==> config.mk <==
export PLATFORM = sky130hd
export DESIGN_NAME = chunked_serial_adder_flat
export DESIGN_NICKNAME = d
export VERILOG_FILES = /design/src/rtl/chunked_serial_adder_if.sv /design/src/rtl/chunked_serial_adder.sv /design/src/flat_wrapper.sv
export SDC_FILE = /design/constraint.sdc
export NUM_CORES = 1
export LEC_CHECK = 0
export CAP_MARGIN = 20
export CELL_PAD_IN_SITES_DETAIL_PLACEMENT = 1
export CELL_PAD_IN_SITES_GLOBAL_PLACEMENT = 2
export CORE_MARGIN = 2
export CORE_UTILIZATION = 33
export CTS_CLUSTER_DIAMETER = 60
export DETAILED_ROUTE_END_ITERATION = 16
export PLACE_DENSITY = 0.87
export SLEW_MARGIN = 20
export SYNTH_ARGS = -nofsm -noshare
export SYNTH_HDL_FRONTEND = slang
export SYNTH_SLANG_ARGS = --single-unit
==> constraint.sdc <==
create_clock -name clk -period 2.2 [get_ports clk]
set_clock_uncertainty 0.1 [all_clocks]
set_input_delay 0.33 -clock clk [delete_from_list [all_inputs] [get_ports clk]]
set_output_delay 0.33 -clock clk [all_outputs]
set_load 0.1 [all_outputs]
==> src/rtl/chunked_serial_adder_if.sv <==
// Handshake/operand bundle for chunked_serial_adder.
//   in_valid/in_ready    operand handshake (producer -> adder)
//   a, b, cin            operands and carry-in
//   acc_mode, acc_clr    accumulate select / accumulator clear
//   out_valid/out_ready  result handshake (adder -> consumer)
//   sum, cout, ovf       result, unsigned carry out, signed overflow
// master: the side that supplies operands and consumes results.
// slave : the adder itself.
interface chunked_serial_adder_if #(
  parameter int WIDTH = 8
);
  logic             in_valid;
  logic             in_ready;
  logic [WIDTH-1:0] a;
  logic [WIDTH-1:0] b;
  logic             cin;
  logic             acc_mode;
  logic             acc_clr;
  logic             out_valid;
  logic             out_ready;
  logic [WIDTH-1:0] sum;
  logic             cout;
  logic             ovf;

  modport master (
    output in_valid, a, b, cin, acc_mode, acc_clr, out_ready,
    input  in_ready, out_valid, sum, cout, ovf
  );

  modport slave (
    input  in_valid, a, b, cin, acc_mode, acc_clr, out_ready,
    output in_ready, out_valid, sum, cout, ovf
  );
endinterface

==> src/rtl/chunked_serial_adder.sv <==
// Multi-cycle adder: adds two WIDTH-bit operands plus carry-in, CHUNK bits
// per clock (LSB chunk first) through a ripple of full adders, with the
// carry between chunks held in a register. Result appears NCHUNK edges
// after the accept edge and is held until the consumer takes it.
// Optional accumulate mode uses the previous result as operand A.
// Ports:
//   clk    rising-edge clock
//   rst_n  asynchronous active-low reset
//   bus    chunked_serial_adder_if.slave (handshakes, operands, result)
module chunked_serial_adder #(
  parameter int WIDTH = 8,
  parameter int CHUNK = 2
) (
  input  logic                   clk,
  input  logic                   rst_n,
  chunked_serial_adder_if.slave  bus
);

  localparam int NCHUNK = WIDTH / CHUNK;
  localparam int IDX_W  = (NCHUNK > 1) ? $clog2(NCHUNK) : 1;
  localparam logic [IDX_W-1:0] LAST_IDX = IDX_W'(NCHUNK - 1);

  generate
    if (WIDTH < 1 || CHUNK < 1 || (WIDTH % CHUNK) != 0) begin : g_bad_param
      $error("chunked_serial_adder: WIDTH must be >= 1 and a multiple of CHUNK");
    end
  endgenerate

  typedef enum logic [1:0] {
    S_IDLE = 2'd0,
    S_RUN  = 2'd1,
    S_DONE = 2'd2
  } state_t;

  state_t           r_state;
  state_t           w_state_next;

  logic [WIDTH-1:0] r_op_a;     // shifts right one chunk per RUN cycle
  logic [WIDTH-1:0] r_op_b;
  logic             r_a_msb;    // operand sign bits, kept for overflow
  logic             r_b_msb;
  logic             r_carry;
  logic [IDX_W-1:0] r_idx;
  logic [WIDTH-1:0] r_sum;
  logic             r_cout;
  logic             r_ovf;
  logic [WIDTH-1:0] r_acc;
  logic             r_in_ready;

  logic             w_accept;
  logic             w_last;
  logic [WIDTH-1:0] w_op_a_load;
  logic [CHUNK:0]   w_c;
  logic [CHUNK-1:0] w_s;
  logic [WIDTH+CHUNK-1:0] w_sum_cat;
  logic [WIDTH-1:0] w_sum_next;

  assign w_accept = (r_state == S_IDLE) && r_in_ready && bus.in_valid;
  assign w_last   = (r_idx == LAST_IDX);

  // acc_clr alongside an accumulate op forces A to zero for that op.
  assign w_op_a_load = bus.acc_mode ? (bus.acc_clr ? '0 : r_acc) : bus.a;

  // Full-adder ripple across the current chunk (low CHUNK bits of the
  // shifting operand registers).
  assign w_c[0] = r_carry;
  generate
    for (genvar gi = 0; gi < CHUNK; gi++) begin : g_fa
      assign w_s[gi]     = r_op_a[gi] ^ r_op_b[gi] ^ w_c[gi];
      assign w_c[gi + 1] = (r_op_a[gi] & r_op_b[gi]) |
                           (w_c[gi] & (r_op_a[gi] ^ r_op_b[gi]));
    end
  endgenerate

  // New chunk enters at the top; after NCHUNK cycles the LSB chunk has
  // shifted down to bit 0 and the sum register holds the full result.
  assign w_sum_cat  = {w_s, r_sum};
  assign w_sum_next = w_sum_cat[WIDTH+CHUNK-1:CHUNK];

  // FSM state register
  always_ff @(posedge clk or negedge rst_n) begin
    if (!rst_n) begin
      r_state <= S_IDLE;
    end else begin
      r_state <= w_state_next;
    end
  end

  // FSM next state
  always_comb begin
    w_state_next = r_state;
    case (r_state)
      S_IDLE: if (w_accept)      w_state_next = S_RUN;
      S_RUN:  if (w_last)        w_state_next = S_DONE;
      S_DONE: if (bus.out_ready) w_state_next = S_IDLE;
      default:                   w_state_next = S_IDLE;
    endcase
  end

  // Datapath
  always_ff @(posedge clk or negedge rst_n) begin
    if (!rst_n) begin
      r_op_a     <= '0;
      r_op_b     <= '0;
      r_a_msb    <= 1'b0;
      r_b_msb    <= 1'b0;
      r_carry    <= 1'b0;
      r_idx      <= '0;
      r_sum      <= '0;
      r_cout     <= 1'b0;
      r_ovf      <= 1'b0;
      r_acc      <= '0;
      r_in_ready <= 1'b0;
    end else begin
      // Registered so that in_ready stays low while reset is asserted and
      // rises on the first edge after release.
      r_in_ready <= (w_state_next == S_IDLE);
      case (r_state)
        S_IDLE: begin
          if (bus.acc_clr) begin
            r_acc <= '0;
          end
          if (w_accept) begin
            r_op_a  <= w_op_a_load;
            r_op_b  <= bus.b;
            r_a_msb <= w_op_a_load[WIDTH-1];
            r_b_msb <= bus.b[WIDTH-1];
            r_carry <= bus.cin;
            r_idx   <= '0;
          end
        end
        S_RUN: begin
          r_sum   <= w_sum_next;
          r_carry <= w_c[CHUNK];
          r_op_a  <= r_op_a >> CHUNK;
          r_op_b  <= r_op_b >> CHUNK;
          if (w_last) begin
            r_idx  <= '0;
            r_cout <= w_c[CHUNK];
            r_ovf  <= (r_a_msb == r_b_msb) && (w_sum_next[WIDTH-1] != r_a_msb);
            r_acc  <= w_sum_next;
          end else begin
            r_idx <= r_idx + 1'b1;
          end
        end
        default: begin
          // DONE: result held until accepted
        end
      endcase
    end
  end

  assign bus.in_ready  = r_in_ready;
  assign bus.out_valid = (r_state == S_DONE);
  assign bus.sum       = r_sum;
  assign bus.cout      = r_cout;
  assign bus.ovf       = r_ovf;

endmodule

==> src/flat_wrapper.sv <==
// flat-port wrapper written by rule: the top's interface ports become plain ports
module chunked_serial_adder_flat 
#(
  parameter int WIDTH = 8,
  parameter int CHUNK = 2
)
  (clk, rst_n, bus_in_valid, bus_a, bus_b, bus_cin, bus_acc_mode, bus_acc_clr, bus_out_ready, bus_in_ready, bus_out_valid, bus_sum, bus_cout, bus_ovf);
  chunked_serial_adder_if #(.WIDTH(WIDTH)) bus_i ();
  input  logic clk;
  input  logic rst_n;
  input wire logic [$bits(bus_i.in_valid)-1:0] bus_in_valid;
  input wire logic [$bits(bus_i.a)-1:0] bus_a;
  input wire logic [$bits(bus_i.b)-1:0] bus_b;
  input wire logic [$bits(bus_i.cin)-1:0] bus_cin;
  input wire logic [$bits(bus_i.acc_mode)-1:0] bus_acc_mode;
  input wire logic [$bits(bus_i.acc_clr)-1:0] bus_acc_clr;
  input wire logic [$bits(bus_i.out_ready)-1:0] bus_out_ready;
  output wire logic [$bits(bus_i.in_ready)-1:0] bus_in_ready;
  output wire logic [$bits(bus_i.out_valid)-1:0] bus_out_valid;
  output wire logic [$bits(bus_i.sum)-1:0] bus_sum;
  output wire logic [$bits(bus_i.cout)-1:0] bus_cout;
  output wire logic [$bits(bus_i.ovf)-1:0] bus_ovf;
  assign bus_i.in_valid = bus_in_valid;
  assign bus_i.a = bus_a;
  assign bus_i.b = bus_b;
  assign bus_i.cin = bus_cin;
  assign bus_i.acc_mode = bus_acc_mode;
  assign bus_i.acc_clr = bus_acc_clr;
  assign bus_i.out_ready = bus_out_ready;
  assign bus_in_ready = bus_i.in_ready;
  assign bus_out_valid = bus_i.out_valid;
  assign bus_sum = bus_i.sum;
  assign bus_cout = bus_i.cout;
  assign bus_ovf = bus_i.ovf;
  chunked_serial_adder #(.WIDTH(WIDTH), .CHUNK(CHUNK)) u_core (.clk(clk), .rst_n(rst_n), .bus(bus_i));
endmodule
# Word-level counts from Yosys, hierarchy flattened
# Cells that the tools add are included.
[word_totals] regBits=42 input_bits=23 output_inout_bits=12
[classes] addsub=1 n_eq_ne=7 n_mux=17 bitwise=10 n_reduce_logical=10
[op_table] cell="case mux 8 bit (2 select lines)" n=3
[op_table] cell="two-way mux 8 bit" n=5
[op_table] cell="two-way mux 2 bit" n=5
[op_table] cell="AND reduction 2 bit" n=4
[op_table] cell="case mux 2 bit (3 select lines)" n=1
[op_table] cell="bitwise AND 1 bit" n=4
[op_table] cell="== test 2 bit, second input constant" n=2
[op_table] cell="zero test 2 bit" n=2
[op_table] cell="!= test 2 x 1 -> 1 bit, second input constant" n=2
[op_table] cell="case mux 2 bit (2 select lines)" n=1
[op_table] cell="bitwise XOR 1 bit" n=4
[op_table] cell="logical AND 1 bit" n=3
[op_table] cell="adder 2 x 1 -> 2 bit, second input constant" n=1
[op_table] cell="== test 2 x 1 -> 1 bit, second input constant" n=1
[op_table] cell="bitwise OR 1 bit" n=2
[op_table] cell="case mux 1 bit (2 select lines)" n=1
[op_table] cell="nonzero test 2 bit" n=1
[op_table] cell="== test 1 bit" n=1
[op_table] cell="two-way mux 1 bit" n=1
[op_table] cell="!= test 1 bit" n=1

# Longest topological paths before layout
[depth] word_depth=6 mapped_depth=6 mapped_depth_nobuf=6

# Worst setup path before layout
# Ideal clock, no wire load.
[synth_path] path_kind="register -> register" startpoint="register u_core.r_in_ready (netlist: u_core.bus.in_ready)" endpoint="register u_core.r_op_a[2]" arrival_time_ns=1.749 setup_slack_ns=0.225 path_stages_with_launch=5 synth_period_minus_slack_ns=1.975 cell_sequence="dfrtp_1 > and4bb_1 > buf_6 > nor2_8 > a221o_1"
[synth_between] elab_chain_len=4
[synth_rtl] item="from (decl)" line_no="chunked_serial_adder.sv:48" text="logic r_in_ready;"
[synth_rtl] item="from (signal assigned)" line_no="chunked_serial_adder.sv:117" text="r_in_ready <= (w_state_next == S_IDLE);"
[synth_rtl] item="logical AND 1 bit (2 in series)" line_no="chunked_serial_adder.sv:58" text="assign w_accept = (r_state == S_IDLE) && r_in_ready && bus.in_valid;"
[synth_rtl] item="!= test 2 x 1 -> 1 bit (no line)"
[synth_rtl] item="AND reduction 2 bit (no line)"
[synth_rtl] item="to (signal assigned)" line_no="chunked_serial_adder.sv:124" text="r_op_a <= w_op_a_load;"
[synth_rtl] item="to (signal assigned)" line_no="chunked_serial_adder.sv:135" text="r_op_a <= r_op_a >> CHUNK;"
[synth_rtl] item="to (decl)" line_no="chunked_serial_adder.sv:38" text="logic [WIDTH-1:0] r_op_a;"
# No other way between the ends.
# A chain may end at the register's enable or synchronous reset.

# Final worst setup path
[layout_path] startpoint="register u_core.r_state[0]" endpoint="output port bus_out_valid"
[layout_between] elab_chain_len=1
[layout_rtl] item="from (decl)" line_no="chunked_serial_adder.sv:35" text="state_t r_state;"
[layout_rtl] item="from (signal assigned)" line_no="chunked_serial_adder.sv:85" text="r_state <= w_state_next;"
[layout_rtl] item="== test 2 bit" line_no="chunked_serial_adder.sv:154" text="assign bus.out_valid = (r_state == S_DONE);"
[layout_rtl] item="to (decl)" line_no="flat_wrapper.sv:19" text="output wire logic [$bits(bus_i.out_valid)-1:0] bus_out_valid;"
# No other way between the ends.

==> impl_metrics.ini <==
[run_status]
outcome = complete, no violations

[logic_synthesis]
synthCells = 198
synth-seq-cells = 42
synth_largest_area_cell = dfrtp_1
synth_area_um2 = 2050
synth_ff_type = dfrtp_1
synth_edf_count = 0
synth_nets = 224
yosys_warnings = 0
synth_area_leaders = dfrtp_1, a22o_1, nand2_1
synth_area_per_cell_um2 = 10.3
ys_types = 35
synth_top_area_share_pct = 51.3
async_flop_share_pct = 100
synth-seq-area-share_pct = 51.3

[timing]
hold_violations = 0
grt_setup_unrepaired = false
maxSlewHeadroom_pct = 70.4
drv_slew = 0
clock.fmax_ghz = 0.497
fin_crit_ps = 2010
finalCritPeriodShare_pct = 91.4
setup_violations = 0
worstMarginPinSlew_ps = 445
finalSetupTns_ps = 0

[route]
drt-pass1-iter-count = 4
routed_wl_um = 5300
drt_iter0_drc = 100
drc = 0
wire_per_inst_um = 17.1
drtAntennaViolNets = 0
vias = 1646
via_per_inst = 5.29

[floorplanning]
die_w_um = 82.8
core_area_um2 = 5960
fp.dieArea_um2 = 6850
die_h_um = 82.8
rows = 28
initial_utilization_pct = 34.4
io_pins = 35

[cells_and_area]
area_growth_pct = 23.3
final_cell_mix = dfrtp_1, nand2_1, clkdlybuf4s50_1, buf_4
n_antenna_cell = 0
layoutNonFillerInstCount = 311
drive_gt1_share_pct = 11.9
nets = 262
final_common_cell = dfrtp_1

[worst_setup_path]
timing.rr.end = u_core.bus.ovf$_DFFE_PN0P_
crit_type = reg2out
r2r_start = u_core.r_carry$_DFFE_PN0P_
worstPathRequired_ps = 1770
crit_fanout = 16
cp.arrival_ps = 1580
cp-end-kind = output port
rr_worst_depth = 6
r2r_slack_ps = 230
cp-start-kind = flip-flop

[power_and_ir_drop]
p_seq_share_pct = 35.3
pwr-share-clk_pct = 11.5
p_per_area_nw_per_um2 = 1600
swShare_pct = 49.6
pwr-share-comb_pct = 53.2
ir_drop_mv = 0.741
power_leakage_nw = 1.15
internal_power_mw = 2.03
switching_power_mw = 2.00

[clock_tree]
cts_sinks = 42
postCtsHoldBufs = 1
htreeDepth = 2
cts_root_buffer = clkbuf_8
cts_buffer_depth = 2
clk_latency_ps = 290
cts_tree = done
post_cts_resized = 0
postCtsSetupBuffers = 0
cts_buffers = 5
path_clk_slew_ps = 80

[placed_design]
dpl.cell_count = 303
io_buffers = 34
gp_congestion = 0.737
dp_hpwl_um = 3920

[min_path]
hold_end = u_core.bus.ovf$_DFFE_PN0P_
hold_depth = 2
hold_path.class = reg2reg
hp-start = u_core.bus.ovf$_DFFE_PN0P_

[job]
max_cap_violations = 0

[global_routing]
grt_pass1_vias = 1662
grt_max_degree = 21
antenna_found_initial = 0
grtUsageTotal_pct = 17.6
grt_pass1_wl_um = 8760
grt_overflow = 0
power groups by stage:
stage | clock network [mW] | registers (mW) | logic, mW
floorplan | 0 | 1.94 | 1.09
global placement | 0 | 1.42 | 2.11
detailed placement | 0 | 1.43 | 2.16
CTS | 0.484 | 1.42 | 2.18
global route | 0.516 | 1.47 | 2.34
finish | 0.466 | 1.42 | 2.15
worst max-delay path, stage by stage, from the launching register on:
cell and delay (ps):
dfrtp_1 570, buf_4 290, nand2b_1 170, inv_1 80
buf_12 170
cell families (layout without fill, tap and decap cells):
family                   after synthesis  count (layout)  synth area share, %
AND/OR/NAND/NOR                       76              76                 20.8
flip-flops                            42              42                 51.3
adder cells (fa/ha/maj)                3               3                 2.57
buffers and inverters                 19              57                 4.83
AO/OA/AOI/OAI                         58              58                 20.5
routing by layer:
metal / GRT usage, % / share of wire (%)
met5: 0 / 0
met3: 3.35 / 3.5
met2: 27.3 / 46
met1: 24.6 / 49
met4: 6.39 / 1.5
cell usage after synthesis (all sizes together) (2+ instances only):
master	count
clkbuf	3
nor3	6
nand3	3
nor2	6
o2bb2ai	2
inv	9
buf	7
nand3b	7
and4b	3
fa	2
a221o	7
nand2b	12
nor2b	2
o31ai	4
nand2	31
a22oi	2
o21ai	12
a21oi	14
a22o	14
dfrtp	42
worst max-delay path by stage:
stage,start,end,slack [ps],cells past startpoint
floorplan,u_core.bus.in_ready$_DFF_PN0_,u_core.r_op_a[2]$_DFFE_PN0P_,220,4
global placement,bus_in_valid,u_core.r_op_a[2]$_DFFE_PN0P_,290,4
detailed placement,bus_in_valid,u_core.r_op_a[0]$_DFFE_PN0P_,210,4
CTS,u_core.r_state[0]$_DFF_PN0_,bus_out_valid,180,4
global route,u_core.r_state[0]$_DFF_PN0_,bus_out_valid,120,4
finish,u_core.r_state[0]$_DFF_PN0_,bus_out_valid,190,4
registers in the layout, summed over array words and instances (netlist names):
register             cells
u_core.r_op_b            8
u_core.bus.ovf           1
u_core.r_b_msb           1
u_core.r_state           2
u_core.r_acc             8
u_core.bus.cout          1
u_core.r_carry           1
u_core.r_op_a            8
u_core.bus.in_ready      1
u_core.r_a_msb           1
u_core.bus.sum           8
u_core.r_idx             2
cell type report:
| class | count | area (µm²) |
|---|---|---|
| clock buffer | 7 | 76.3 |
| multi-input combinational | 137 | 898 |
| fill | 691 | 3430 |
| timing repair buffer | 41 | 373 |
| sequential | 42 | 1050 |
| inverter | 9 | 33.8 |
| tap | 75 | 93.8 |
stage by stage:
step | power (mW) | util, % | cell area, µm² | hold slack, ps | setup slack (ps)
global route | 4.32 | 42.4 | 2530 | 430 | 115
floorplan | 3.03 | - | 2050 | -65.6 | 225
finish | 4.04 | 42.4 | 2530 | 395 | 190
detailed placement | 3.60 | 41.0 | 2440 | 203 | 210
global placement | 3.53 | 41.0 | 2440 | 196 | 286
CTS | 4.08 | 42.4 | 2530 | 403 | 181
No activity file was read; power rests on OpenSTA's default activity.
==> patch 1 (same flow settings) <==
`CHUNK` is set to 2 in 2 places; all go to 4.
--- a/src/rtl/chunked_serial_adder.sv
+++ b/src/rtl/chunked_serial_adder.sv
@@ -11,3 +11,3 @@
   parameter int WIDTH = 8,
-  parameter int CHUNK = 2
+  parameter int CHUNK = 4
 ) (
--- a/src/flat_wrapper.sv
+++ b/src/flat_wrapper.sv
@@ -4,3 +4,3 @@
   parameter int WIDTH = 8,
-  parameter int CHUNK = 2
+  parameter int CHUNK = 4
 )
Behaviour: not the same (a bounded check fails within 4 cycles, from zero or initial values and one cycle with rst_n low).
==> patch 1 against the original RTL <==
Sequential power fell by 6%; non-clock buffer count up 4; worst setup slack lost 0.46 ns; largest cell class unchanged; synthesized area decreased by 7.9%; final area down 3.6%; largest power group unchanged; core utilization rose by 1.8 points; routed wire length down 8.7%; first-iteration DRC count shrank 17%; total power is 0.88% higher; sequential cell count fell by 1; combinational power rose by 5%; maximum frequency down 19%; the run now ends with setup timing left.
==> patch 1: results (changes against the original RTL) <==
stage;metric;value;unit;change
final_layout;nonclk inv count;11;;+2
final_layout;NumNets Final;248;;-5.3%
final_layout;fraction of layout cells with a size suffix above 1;18.5;%;+6.6 points
synth;synth top area cells;dfrtp_1 (54%), a22o_1 (8.8%), nand2_1 (6.4%), fa_1 (4.2%), a221o_1 (3.2%);;
worst_setup_path;CP top delay family;adder cells;;
power_and_ir_drop;Comb. pwr;2250;uW;+5%
drt;Wirelength per Cell;16.5;um;-3.4%
sta;Final setup viols;3;;+3
worst_setup_path;critical path data arrival time;2.55;ns;+0.97 ns
synth;count of cell types in the netlist;30;;-14%
final_layout;buffers outside the clock class;45;;+9.8%
power_and_ir_drop;internal power;2050;uW;+0.67%
final_layout;Clock Network Area Fraction;3.54;%;+0.52 points
worst_setup_path;delay of the slowest critical-path stage;0.46;ns;-0.11 ns
worst_setup_path;Reg2Reg Depth;10;;+4
sta;Final WS setup;-0.268;ns;-0.457 ns
global_route;vias in the first global route;1544;;-7.1%
power_and_ir_drop;Pleak;0.00114;uW;-0.95%
global_route;Total GRT Usage;16.9;%;-0.75 points
final_layout;# fillers;625;;-9.6%
worst_setup_path;Max FO, Critical Path;4;;-12
final_layout;fraction of area in non-clock buffers;17.1;%;+2.3 points
synth;syn_nets;206;;-8.0%
synth;sequential area share after synthesis;54.4;%;+3.1 points
sta;Slew headroom;67.3;%;-3.1 points
placed_design;routability cong.;0.740;;+0.31%
global_route;largest net degree at the start of global routing;42;;+100%
sta;setup_tns;-0.491;ns;-0.491 ns
synth;Post-Synth Adder-Cell Area;4.25;%;+1.7 points
worst_setup_path;critical path launch point;u_core.r_op_a[0];;
status;outcome;complete, but fails checks;;
worst_setup_path;CP endpoint;u_core.bus.ovf;;
final_layout;multi-input combinational area share;31.9;%;-3.7 points
status;violated checks;setup timing;;
drt;via/cell ratio;5.18;;-2.2%
synth;most frequent cells after synthesis;dfrtp_1 (41), nand2_1 (32), a22o_1 (19);;
synth;post-synthesis compound-gate area fraction;19.9;%;-0.56 points
drt;initial DRC count;83;;-17%
placed_design;DP HPWL;3.41;mm;-13%
min_path;Hold Path End;u_core.bus.sum[3];;
final_layout;clock buffers;5;;-2
min_path;hold_sp;u_core.bus.sum[3];;
worst_setup_path;r2r setup slk;-0.27;ns;-0.50 ns
worst_setup_path;CP max-delay cell;fa_2;;
==> patch 1: cell count changes in the layout (fill, tap and decap cells not counted), sizes merged, moves of 3 or more <==
cell,delta
a21oi,-10
nand3,+3
a22o,+5
nand3b,-6
and4b,-3
nor3,-3
nand2b,-10
o31ai,-4
buf,+4
==> patch 1: layer usage <==
metal,vias to the layer above,track usage [%],share of wire (%)
li1,710,-,-
met1,780,23.5,47
met2,30,25.8,48
met3,2,3.73,3.7
met4,0,6.21,1.0
met5,-,0,0
==> patch 1: through the flow <==
| stage | utilization (%) | std cells | area, um^2 | setup WS (ns) |
|---|---|---|---|---|
| final | 44.2 | 294 | 2440 | -0.268 |
| after global routing | 44.2 | 294 | 2440 | -0.362 |
| after CTS | 44.1 | 294 | 2430 | -0.274 |
| after detailed placement | 42.3 | 285 | 2330 | -0.280 |
| after global placement | 42.3 | 285 | 2330 | -0.222 |
| after floorplan | - | 179 | 1890 | -0.168 |
==> patch 2 (same settings) <==
Made on the original files. Reset style: synchronous (`rst_n`), changed in 2 clocked blocks. Comments in the files are not updated.
--- a/src/rtl/chunked_serial_adder.sv
+++ b/src/rtl/chunked_serial_adder.sv
@@ -80,3 +80,3 @@
   // FSM state register
-  always_ff @(posedge clk or negedge rst_n) begin
+  always_ff @(posedge clk) begin
     if (!rst_n) begin
@@ -100,3 +100,3 @@
   // Datapath
-  always_ff @(posedge clk or negedge rst_n) begin
+  always_ff @(posedge clk) begin
     if (!rst_n) begin
Behaviour: differs if rst_n is asserted again (counterexample within 4 cycles, from zero or initial values and one cycle with rst_n low); with rst_n held inactive, the same outputs for 10 cycles.
==> patch 2 against the original RTL <==
Final area fell by 10%; sequential share of layout area fell by 4.6 points; routed wire length fell by 11%; synthesized cell count did not move; sequential cell count did not move; register-to-register slack improved by 0.08 ns; synthesized area fell by 14%; worst setup slack improved by 0.12 ns; critical endpoint is now u_core.bus.ovf; highest routed layer unchanged.
Power is not compared: it rests on default switching activity, and its combinational part moved more than twofold at a synthesized area within 25%.
==> patch 2: results (changes against the original RTL) <==
stage;metric;value;unit;change
placed_design;DP HPWL;3.37;mm;-14%
clock_tree;Post-CTS Setup Repair Bufs;0;;unchanged
synth;sequential area share after synthesis;47.5;%;-3.9 points
synth;synth top area cells;dfxtp_1 (47%), nand2_1 (5.1%), a21oi_1 (3.7%), nor2b_1 (3.5%), nor3_1 (3.4%);;
min_path;hold_sp;u_core.r_op_b[7];;
sta;worst hold slack;0.358;ns;-0.0371 ns
drt;WL final;4.73;mm;-11%
final_layout;Multi-input gate area;817;um^2;-9.1%
drt;via/cell ratio;5.16;;-2.5%
drt;initial DRC count;48;;-52%
global_route;vias in the first global route;1572;;-5.4%
worst_setup_path;critical path data arrival time;1.97;ns;+0.39 ns
synth;warnings from Yosys;0;;unchanged
final_layout;NumNets Final;258;;-1.5%
min_path;Hold Path End;u_core.r_op_b[7];;
placed_design;cell count after placement;295;;-2.6%
placed_design;DP Worst Slack;0.297;ns;+0.0869 ns
worst_setup_path;Crit Path Class;register to register;;
final_layout;#MultiIn Comb;135;;-1.5%
power_and_ir_drop;Comb. pwr;257;uW;
worst_setup_path;CP top delay family;adder cells;;
worst_setup_path;Max FO, Critical Path;4;;-12
final_layout;fraction of area in non-clock buffers;16.0;%;+1.2 points
placed_design;Placed Area;2130;um^2;-13%
power_and_ir_drop;Flop pwr share;45.1;%;
final_layout;nonclk inv count;7;;-2
synth;average footprint of a synthesized cell;8.95;um^2;-14%
worst_setup_path;CP endpoint;u_core.bus.ovf;;
die;CORE AREA;5140;um^2;-14%
global_route;largest net degree at the start of global routing;22;;+4.8%
synth;multiplexer share of the synthesized area;0.565;%;+0.56 points
worst_setup_path;delay of the slowest critical-path stage;0.49;ns;-0.08 ns
synth;post-synthesis compound-gate area fraction;20.2;%;-0.27 points
final_layout;Reg area;841;um^2;-20%
worst_setup_path;CP max-delay cell;fa_1;;
synth;most frequent cells after synthesis;dfxtp_1 (42), nand2_1 (24), a21oi_1 (13);;
worst_setup_path;r2r setup slk;0.31;ns;+0.08 ns
final_layout;Clock Network Area Fraction;6.06;%;+3.0 points
drt;Via Count;1564;;-5.0%
status;outcome;completed;;
sta;Worst-Margin Slew;0.671;ns;+0.227 ns
sta;fin crit share;85.8;%;-5.5 points
final_layout;Layout Utilization;44.2;%;+1.8 points
placed_design;routability cong.;0.774;;+5.0%
worst_setup_path;Reg2Reg Launch Point;u_core.r_carry;;
synth;count of cell types in the netlist;38;;+8.6%
global_route;first-pass GRT wire length;7.67;mm;-12%
patch 2: changes by cell type in the layout (fill, tap and decap cells not counted), sizes merged, moves of 8 or more:
cell	change
nor2b	+8
dfrtp	-42
dfxtp	+42
nand2b	-11
a22o	-8
patch 2: worst register-to-register path, stage by stage, from the launching register on:
cell	delay (ns)
dfxtp_1	0.33
inv_1	0.06
fa_1	0.43
fa_1	0.49
and3_1	0.20
nor2_1	0.09
a21oi_1	0.06
patch 2: metal layers:
metal	share of wire, %	global-route usage, %
met5	0	0
met4	2.3	7.50
met3	3.6	3.88
met2	43	24.3
met1	51	22.5
patch 2: kinds of logic (layout without fill, tap and decap cells):
family / Yosys count / in the layout
AO/OA/AOI/OAI: 53 / 53
adder cells (fa/ha/maj): 3 / 3
AND/OR/NAND/NOR: 78 / 78
multiplexers: 1 / 1
buffers and inverters: 21 / 56
flip-flops: 42 / 42
